`config.mk`:
```
export PLATFORM = sky130hd
export DESIGN_NAME = rgmii_transmit_framer
export DESIGN_NICKNAME = d
export VERILOG_FILES = /design/src/rtl/rgmii_transmit_framer.sv
export SDC_FILE = /design/constraint.sdc
export NUM_CORES = 1
export LEC_CHECK = 0
export CORE_UTILIZATION = 55
export DETAILED_ROUTE_END_ITERATION = 16
export MAX_ROUTING_LAYER = met4
export PLACE_DENSITY = 0.85
export SLEW_MARGIN = 20
export SYNTH_ARGS = -nofsm -noshare
export SYNTH_HDL_FRONTEND = slang
export SYNTH_SLANG_ARGS = --single-unit
```
`constraint.sdc`:
```
create_clock -name clock -period 5.8 [get_ports clock]
set_input_delay 0.58 -clock clock [delete_from_list [all_inputs] [get_ports clock]]
set_output_delay 0.58 -clock clock [all_outputs]
set_load 0.05 [all_outputs]
```
`src/rtl/rgmii_transmit_framer.sv`:
```
// RGMII transmit framer: adds preamble/SFD, pads, appends CRC-32 FCS and
// enforces the inter-frame gap; emits one byte per clock as DDR nibble pairs.
//
// Ports:
//   clock, reset      125 MHz clock, synchronous active-high reset
//   s_data/s_valid/s_last/s_ready  upstream byte stream (valid/ready)
//   ddr_data_output   [7:4] = byte[3:0] (rise), [3:0] = byte[7:4] (fall)
//   ddr_ctl_output    [1] = TX_EN (rise), [0] = TX_EN ^ TX_ER (fall)
//   frame_done        pulse with the last FCS byte
//   underrun          pulse for each starved DATA cycle
module rgmii_transmit_framer #(
    parameter int MIN_FRAME_BYTES = 60,
    parameter int ENABLE_PADDING  = 1,
    parameter int IFG_BYTES       = 12
) (
    input  logic       clock,
    input  logic       reset,
    input  logic [7:0] s_data,
    input  logic       s_valid,
    input  logic       s_last,
    output logic       s_ready,
    output logic [7:0] ddr_data_output,
    output logic [1:0] ddr_ctl_output,
    output logic       frame_done,
    output logic       underrun
);

    typedef enum logic [2:0] {
        IDLE, PREAMBLE, SFD, DATA, PAD, FCS, GAP
    } state_t;

    localparam logic [11:0] MIN_LEN  = 12'(MIN_FRAME_BYTES);
    // The IDLE cycle after GAP supplies the final idle byte time.
    localparam logic [7:0]  GAP_LAST = 8'(IFG_BYTES - 2);
    localparam logic [10:0] CNT_MAX  = 11'h7FF;

    state_t      state_q, state_d;
    logic [7:0]  sub_q, sub_d;
    logic [10:0] cnt_q, cnt_d;
    logic [31:0] crc_q, crc_d;
    logic [7:0]  txd_q, txd_d;
    logic [1:0]  ctl_q, ctl_d;
    logic        done_q, done_d;
    logic        und_q, und_d;

    logic [7:0]  byte_o;
    logic        tx_en;
    logic        tx_er;
    logic [11:0] cnt_inc;
    logic [10:0] cnt_sat;
    logic [31:0] crc_inv;

    function automatic logic [31:0] crc_next(input logic [31:0] c,
                                             input logic [7:0]  d);
        logic [31:0] r;
        r = c;
        for (int i = 0; i < 8; i++) begin
            if (r[0] ^ d[i]) r = (r >> 1) ^ 32'hEDB88320;
            else             r = r >> 1;
        end
        return r;
    endfunction

    assign s_ready = (state_q == DATA);

    always_comb begin
        state_d = state_q;
        sub_d   = sub_q;
        cnt_d   = cnt_q;
        crc_d   = crc_q;
        done_d  = 1'b0;
        und_d   = 1'b0;
        byte_o  = 8'h00;
        tx_en   = 1'b0;
        tx_er   = 1'b0;
        cnt_inc = {1'b0, cnt_q} + 12'd1;
        cnt_sat = (cnt_q == CNT_MAX) ? cnt_q : cnt_inc[10:0];
        crc_inv = ~crc_q;

        unique case (state_q)
            IDLE: begin
                if (s_valid) begin
                    state_d = PREAMBLE;
                    sub_d   = 8'd0;
                end
            end
            PREAMBLE: begin
                byte_o = 8'h55;
                tx_en  = 1'b1;
                if (sub_q == 8'd6) state_d = SFD;
                else               sub_d   = sub_q + 8'd1;
            end
            SFD: begin
                byte_o  = 8'hD5;
                tx_en   = 1'b1;
                crc_d   = 32'hFFFFFFFF;
                cnt_d   = 11'd0;
                state_d = DATA;
            end
            DATA: begin
                tx_en = 1'b1;
                if (s_valid) begin
                    byte_o = s_data;
                    crc_d  = crc_next(crc_q, s_data);
                    cnt_d  = cnt_sat;
                    if (s_last) begin
                        sub_d = 8'd0;
                        if (ENABLE_PADDING != 0 && cnt_inc < MIN_LEN)
                            state_d = PAD;
                        else
                            state_d = FCS;
                    end
                end else begin
                    tx_er = 1'b1;
                    und_d = 1'b1;
                end
            end
            PAD: begin
                tx_en = 1'b1;
                crc_d = crc_next(crc_q, 8'h00);
                cnt_d = cnt_sat;
                if (cnt_inc >= MIN_LEN) state_d = FCS;
            end
            FCS: begin
                tx_en = 1'b1;
                unique case (sub_q[1:0])
                    2'd0: byte_o = crc_inv[7:0];
                    2'd1: byte_o = crc_inv[15:8];
                    2'd2: byte_o = crc_inv[23:16];
                    default: byte_o = crc_inv[31:24];
                endcase
                if (sub_q[1:0] == 2'd3) begin
                    done_d  = 1'b1;
                    sub_d   = 8'd0;
                    state_d = GAP;
                end else begin
                    sub_d = sub_q + 8'd1;
                end
            end
            GAP: begin
                if (sub_q == GAP_LAST) state_d = IDLE;
                else                   sub_d   = sub_q + 8'd1;
            end
            default: state_d = IDLE;
        endcase

        txd_d = {byte_o[3:0], byte_o[7:4]};
        ctl_d = {tx_en, tx_en ^ tx_er};
    end

    always_ff @(posedge clock) begin
        if (reset) begin
            state_q <= IDLE;
            sub_q   <= 8'd0;
            cnt_q   <= 11'd0;
            crc_q   <= 32'd0;
            txd_q   <= 8'h00;
            ctl_q   <= 2'b00;
            done_q  <= 1'b0;
            und_q   <= 1'b0;
        end else begin
            state_q <= state_d;
            sub_q   <= sub_d;
            cnt_q   <= cnt_d;
            crc_q   <= crc_d;
            txd_q   <= txd_d;
            ctl_q   <= ctl_d;
            done_q  <= done_d;
            und_q   <= und_d;
        end
    end

    assign ddr_data_output = txd_q;
    assign ddr_ctl_output  = ctl_q;
    assign frame_done      = done_q;
    assign underrun        = und_q;

endmodule

```
== Word level (Yosys, flattened, before mapping) ==
Cells that the tools add are included.
Word-level totals
  input bits: 12
  logic and storage cells: 133
  bits in registers: 66
  output and inout port bits: 13
Operators by class
  multiplexer cells: 65
  $lt $le $gt $ge: 2
  add/sub/neg operators: 2
  bitwise operators: 26
  equal/unequal tests: 21
  reduce and logical (&&, ||, !) cells: 9
Operators by type and width (count)
  $mux 32: 38
  $not 13->14: 15
  $pmux 32 s3: 1
  $mux 8: 7
  $pmux 8 s5: 1
  $pmux 11 s3: 1
  $not 32->32: 1
  $pmux 8 s4: 1
  $pmux 8 s3: 1
  $mux 11: 2
  $mux 3: 7
  $pmux 3 s7: 1
  $ne 2x2->1 const B: 9
  $add 11x1->12 const B: 1
  $ge 12x6->1 const B: 1
  $lt 12x6->1 const B: 1
  $eq 11x11->1 const B: 1
  $eq 3x3->1 const B: 3
  $xor 1x1->1: 9
  $add 8x1->8 const B: 1
  $eq 8x3->1 const B: 1
  $eq 8x4->1 const B: 1
  $reduce_and 7->1: 1
  $eq 3x2->1 const B: 2
  13 further kinds: 18

== Longest topological paths before layout ==
  word-level depth: 32
  mapped depth: 9
  gate-level depth less buffers: 8

== Worst setup path before layout ==
OpenSTA, ideal clock, no wires.
  path kind: input-to-reg
  from: input s_data[1]
  to: register crc_q[26]
  cell stages on the path: 7
  library setup time: 0.130 ns
  path slack: 3.386 ns
  arrival time: 2.284 ns
  buffers on the path: 1
  required time: 5.670 ns
  cells stage by stage: clkbuf_2 > xnor2_1 > xnor2_4 > xnor3_2 > xor2_1 > a221oi_2 > nor3_2
Between the ends
  longest elaborated chain between the ends: 23
Ends and longest elaborated chain
  start, declared: line 18  | input logic [7:0] s_data,
  $xor 1x1->1: line 58  | if (r[0] ^ d[i]) r = (r >> 1) ^ 32'hEDB88320;
  $mux 32: line 58
  $mux 32: line 102  | if (s_valid) begin
  $mux 32: line 80  | unique case (state_q)
  $mux 32: line 58
  $mux 32: line 102
  $mux 32: line 80
  $mux 32: line 58
  (+7 left out)
  $mux 32: line 80
  $mux 32: line 58
  $mux 32: line 102
  $mux 32: line 80
  $xor 1x1->1: line 58
  $mux 32: line 58
  $mux 32: line 102
  $pmux 32 s3: line 80
  end signal, assigned: line 165  | crc_q <= crc_d;
  end, declared: line 40  | logic [31:0] crc_q, crc_d;
Every way passes these cells. The select of a mux whose other input is x is not followed.
A chain may end at the register's enable or synchronous reset.

== Worst setup path in the final report ==
  from: register state_q[0]
  to: output s_ready
Between the ends
  longest elaborated chain between the ends: 1
Ends and longest elaborated chain
  start, declared: line 37  | state_t state_q, state_d;
  start signal, assigned: line 162  | state_q <= state_d;
  $eq 3x2->1: line 64  | assign s_ready = (state_q == DATA);
  end, declared: line 21  | output logic s_ready,
Every way passes these cells.

==> impl_metrics.csv <==
group,metric,value,unit
outcome,status,"complete, no violations",
power_and_ir_drop,power-per-cell-area,690.1,nW/um2
detailed_routing,drt_pre_antenna_iters,5,
worst_setup_path,startpoint_type,"register",
detailed_routing,viasPerCell,6.590,
power_and_ir_drop,power.switching,1.726,mW
detailed_routing,wirelength,13.59,mm
timing,finClkSkew,0.005889,ns
synthesis,netlist_area,4816,um2
worst_setup_path,cp_num_buf_inv,2,
worst_setup_path,rr_startpoint,"state_q[0]$_SDFFE_PP0P_",
synthesis,avgSynthCellArea,8.246,um2
worst_setup_path,slowest_stage,"clkdlybuf4s50_1",
place,portBuffers,24,
floorplan,num_rows,33,
worst_setup_path,startpoint,"state_q[0]$_SDFFE_PP0P_",
synthesis,synth_flop_cell,"dfxtp_1",
worst_setup_path,r2r_cells,8,
cells_and_area,nets,597,
cts,h-tree-depth,3,
worst_setup_path,critPathCaptureType,"output pin",
timing,max-slew-margin-rel,40.23,%
grt,grt_pass1_vias,4260,
cts,hold_buffers,0,
cts,cts_tree,"built",
worst_setup_path,path_class,"register to output pin",
cts,postCtsSetupBuffers,0,
cts,clock_latency,0.34,ns
place,dp_hpwl,8.865,mm
synthesis,syn_inst,584,
worst_setup_path,cp.arrival,3.27,ns
power_and_ir_drop,power_frac_comb,65.1,%
grt,gr-total-overflow,0,
grt,grt_pass1_wl,21.86,mm
cells_and_area,drive_gt1_share,6.518,%
detailed_routing,num_vias,4534,
detailed_routing,drt_iter0_markers,667,
synthesis,ys_warn_count,0,
timing,fin_crit,3.849,ns
power_and_ir_drop,irDropWorstVdd,0.0003875,V
synthesis,ys_seq_elements,66,
power_and_ir_drop,p_clk_share,11.9,%
worst_setup_path,reg2reg_slack,2.64,ns
min_path,holdPathEnd,"sub_q[7]$_SDFFE_PP0P_",
timing,setup_viol,0,
timing,rsz0062_at_grt,"no",
min_path,hp-class,"register to register",
synthesis,synth_edf_count,0,
power_and_ir_drop,sequentialPowerShare,23.1,%
cells_and_area,nFillCells,701,
timing,setup-tns-final,0,ns
floorplan,initial_utilization,57.74,%
worst_setup_path,cp_top_family,"buffers and inverters",
detailed_routing,drc,0,
timing,hold_violations,0,
worst_setup_path,cp_max_fo,24,
grt,antenna_found_initial,0,
floorplan,die_area,9135,um2
power_and_ir_drop,switching_share,47.66,%
power_and_ir_drop,p_int,1.896,mW
timing,hold_slack,0.5183,ns
timing,final.period_utilization,66.36,%
synthesis,synth_nets,602,
cells_and_area,n_antenna_cell,0,
cts,clk_pin_slew,0.07,ns
floorplan,core,8341,um2
synthesis,ys_types,63,
cts,cts_resized,0,
worst_setup_path,required,5.22,ns
cts,cts_buffers,9,
grt,grt_max_degree,58,
floorplan,io_pins,25,
place,place.gp.congestion,0.9850,
min_path,worstHoldStart,"sub_q[7]$_SDFFE_PP0P_",
cts,cts-root-buf,"clkbuf_8",
synthesis,async_reset_ff_share,0,%
timing,fmax,259.8,MHz
worst_setup_path,crit_chain,"nor2b_1, nand2_1, inv_1, clkdlybuf4s50_1",
grt,grt_usage,32.44,%
cells_and_area,syn2layout_area_growth,8.989,%
worst_setup_path,max_stage_delay,0.95,ns
cts,clock-sinks,66,
detailed_routing,antenna_left,0,
min_path,holdPathStages,2,
floorplan,die_w,95.58,um
synthesis,yosysSeqAreaShare,27.44,%
detailed_routing,routedWlPerCell,19.75,um
timing,worst_pin_slew,0.8956,ns
timing,drv_slew,0,
cts,clk_path_buf_depth,2,
job,drv_cap,0,
floorplan,die_h,95.58,um
power_and_ir_drop,p_leak,1.835,nW
worst_setup_path,r2r_end,"cnt_q[4]$_SDFFE_PP0P_",
## power by group through the flow
stage | Sequential, mW | Combinational [mW] | Clock [mW]
after CTS | 0.821 | 2.31 | 0.436
after global routing | 0.848 | 2.50 | 0.454
final | 0.835 | 2.36 | 0.430
after detailed placement | 0.831 | 2.25 | 0
after floorplan | 0.713 | 1.96 | 0
after global placement | 0.819 | 2.19 | 0
## layer usage
metal | vias up | part of all wire, % | track usage (%)
met1 | 2123 | 40 | 41.80
met4 | 0 | 4.4 | 18.91
met5 | - | 0 | -
li1 | 2042 | - | -
met3 | 59 | 10 | 5.502
met2 | 310 | 45 | 47.62
## area by class of cell
| type | instances | area, um2 | area share [%] |
|---|---|---|---|
| flip-flops and latches | 66 | 1321 | 25.17 |
| inverters | 13 | 48.80 | 0.9297 |
| well taps | 105 | 131.4 | 2.503 |
| multi-input cells | 462 | 3264 | 62.19 |
| repair buffers | 27 | 260.3 | 4.958 |
| clock inverters | 1 | 30.03 | 0.5721 |
| clock buffers | 14 | 192.7 | 3.671 |
## Yosys cell counts, types with 6 or more instances
| cell | n | area share (%) |
|---|---|---|
| o221ai_1 | 7 | 1.3 |
| nand3_1 | 7 | 0.73 |
| nor2b_1 | 7 | 0.91 |
| nand2_1 | 25 | 1.9 |
| clkbuf_1 | 24 | 1.9 |
| buf_2 | 12 | 1.2 |
| inv_1 | 13 | 1.0 |
| o21ai_0 | 28 | 2.9 |
| o22ai_1 | 14 | 1.8 |
| a21oi_1 | 30 | 3.1 |
| nor3_1 | 31 | 3.2 |
| nand2b_1 | 8 | 1.0 |
| dfxtp_1 | 66 | 27 |
| a211oi_1 | 9 | 1.4 |
| nor2_1 | 65 | 5.1 |
| xnor2_1 | 88 | 16 |
| ha_1 | 6 | 1.6 |
| a221oi_1 | 12 | 2.2 |
| xor2_1 | 38 | 6.9 |
## cell usage in the layout, fill, tap and decap left out, types with 4 or more instances in the layout
master           Yosys  routed
a211oi_1             9       9
a21oi_1             30      30
a221oi_1            12      12
a31oi_1              5       5
and3_1               4       4
buf_4                2       4
clkbuf_8             0      14
clkdlybuf4s50_1      0      23
dfxtp_1             66      66
ha_1                 6       6
inv_1               13      13
nand2_1             25      25
nand2b_1             8       8
nand3_1              7       7
nand4_1              5       5
nor2_1              65      65
nor2b_1              7       7
nor3_1              31      31
nor4_1               5       5
o21ai_0             28      27
o221ai_1             7       7
o22a_1               4       4
o22ai_1             14      14
xnor2_1             88      88
xor2_1              38      38
## worst reg2reg max path, stage by stage, from the launching register on
cell,delay [ns]
dfxtp_1,0.72
nor2b_1,0.24
nand2_1,0.24
inv_1,0.77
nor2_1,0.13
o21ai_1,0.59
o21ai_0,0.20
o31a_1,0.14
nor2_1,0.07
## per-stage QoR
stage / util, % / setup WS [ns] / cells / power [mW] / cell area (um2)
after floorplan: - / 3.386 / 584 / 2.674 / 4816
after global placement: 60.23 / 2.577 / 673 / 3.009 / 5024
after detailed placement: 60.23 / 2.447 / 673 / 3.084 / 5024
after CTS: 62.90 / 2.049 / 688 / 3.563 / 5246
after global routing: 62.93 / 1.892 / 688 / 3.805 / 5249
final: 62.93 / 1.951 / 688 / 3.622 / 5249
## worst max path at each step
| stage | end | slack [ns] | cells after the start |
|---|---|---|---|
| floorplan | crc_q[26]$_SDFFE_PP0P_ | 3.39 | 7 |
| global placement | s_ready | 2.58 | 4 |
| detailed placement | s_ready | 2.45 | 4 |
| CTS | s_ready | 2.05 | 4 |
| global route | s_ready | 1.89 | 4 |
| finish | s_ready | 1.95 | 4 |
## cell families (layout without fill, tap and decap cells)
| kind of cell | Yosys count | in the layout | synth area share [%] |
|---|---|---|---|
| fa+ha+maj | 6 | 6 | 1.559 |
| compound gates | 136 | 136 | 19.02 |
| flops | 66 | 66 | 27.44 |
| simple gates | 182 | 182 | 18.91 |
| mux | 1 | 1 | 0.2079 |
| xor+xnor | 137 | 137 | 27.85 |
| buf+inv | 56 | 55 | 5.014 |
## registers in the layout, indices dropped and copies added, names as in the netlist
| register | flops |
|---|---|
| crc_q | 32 |
| cnt_q | 11 |
| ddr_data_output | 8 |
| sub_q | 8 |
| state_q | 3 |
| ddr_ctl_output | 2 |
| frame_done | 1 |
| underrun | 1 |
(Power assumes the default switching activity.)
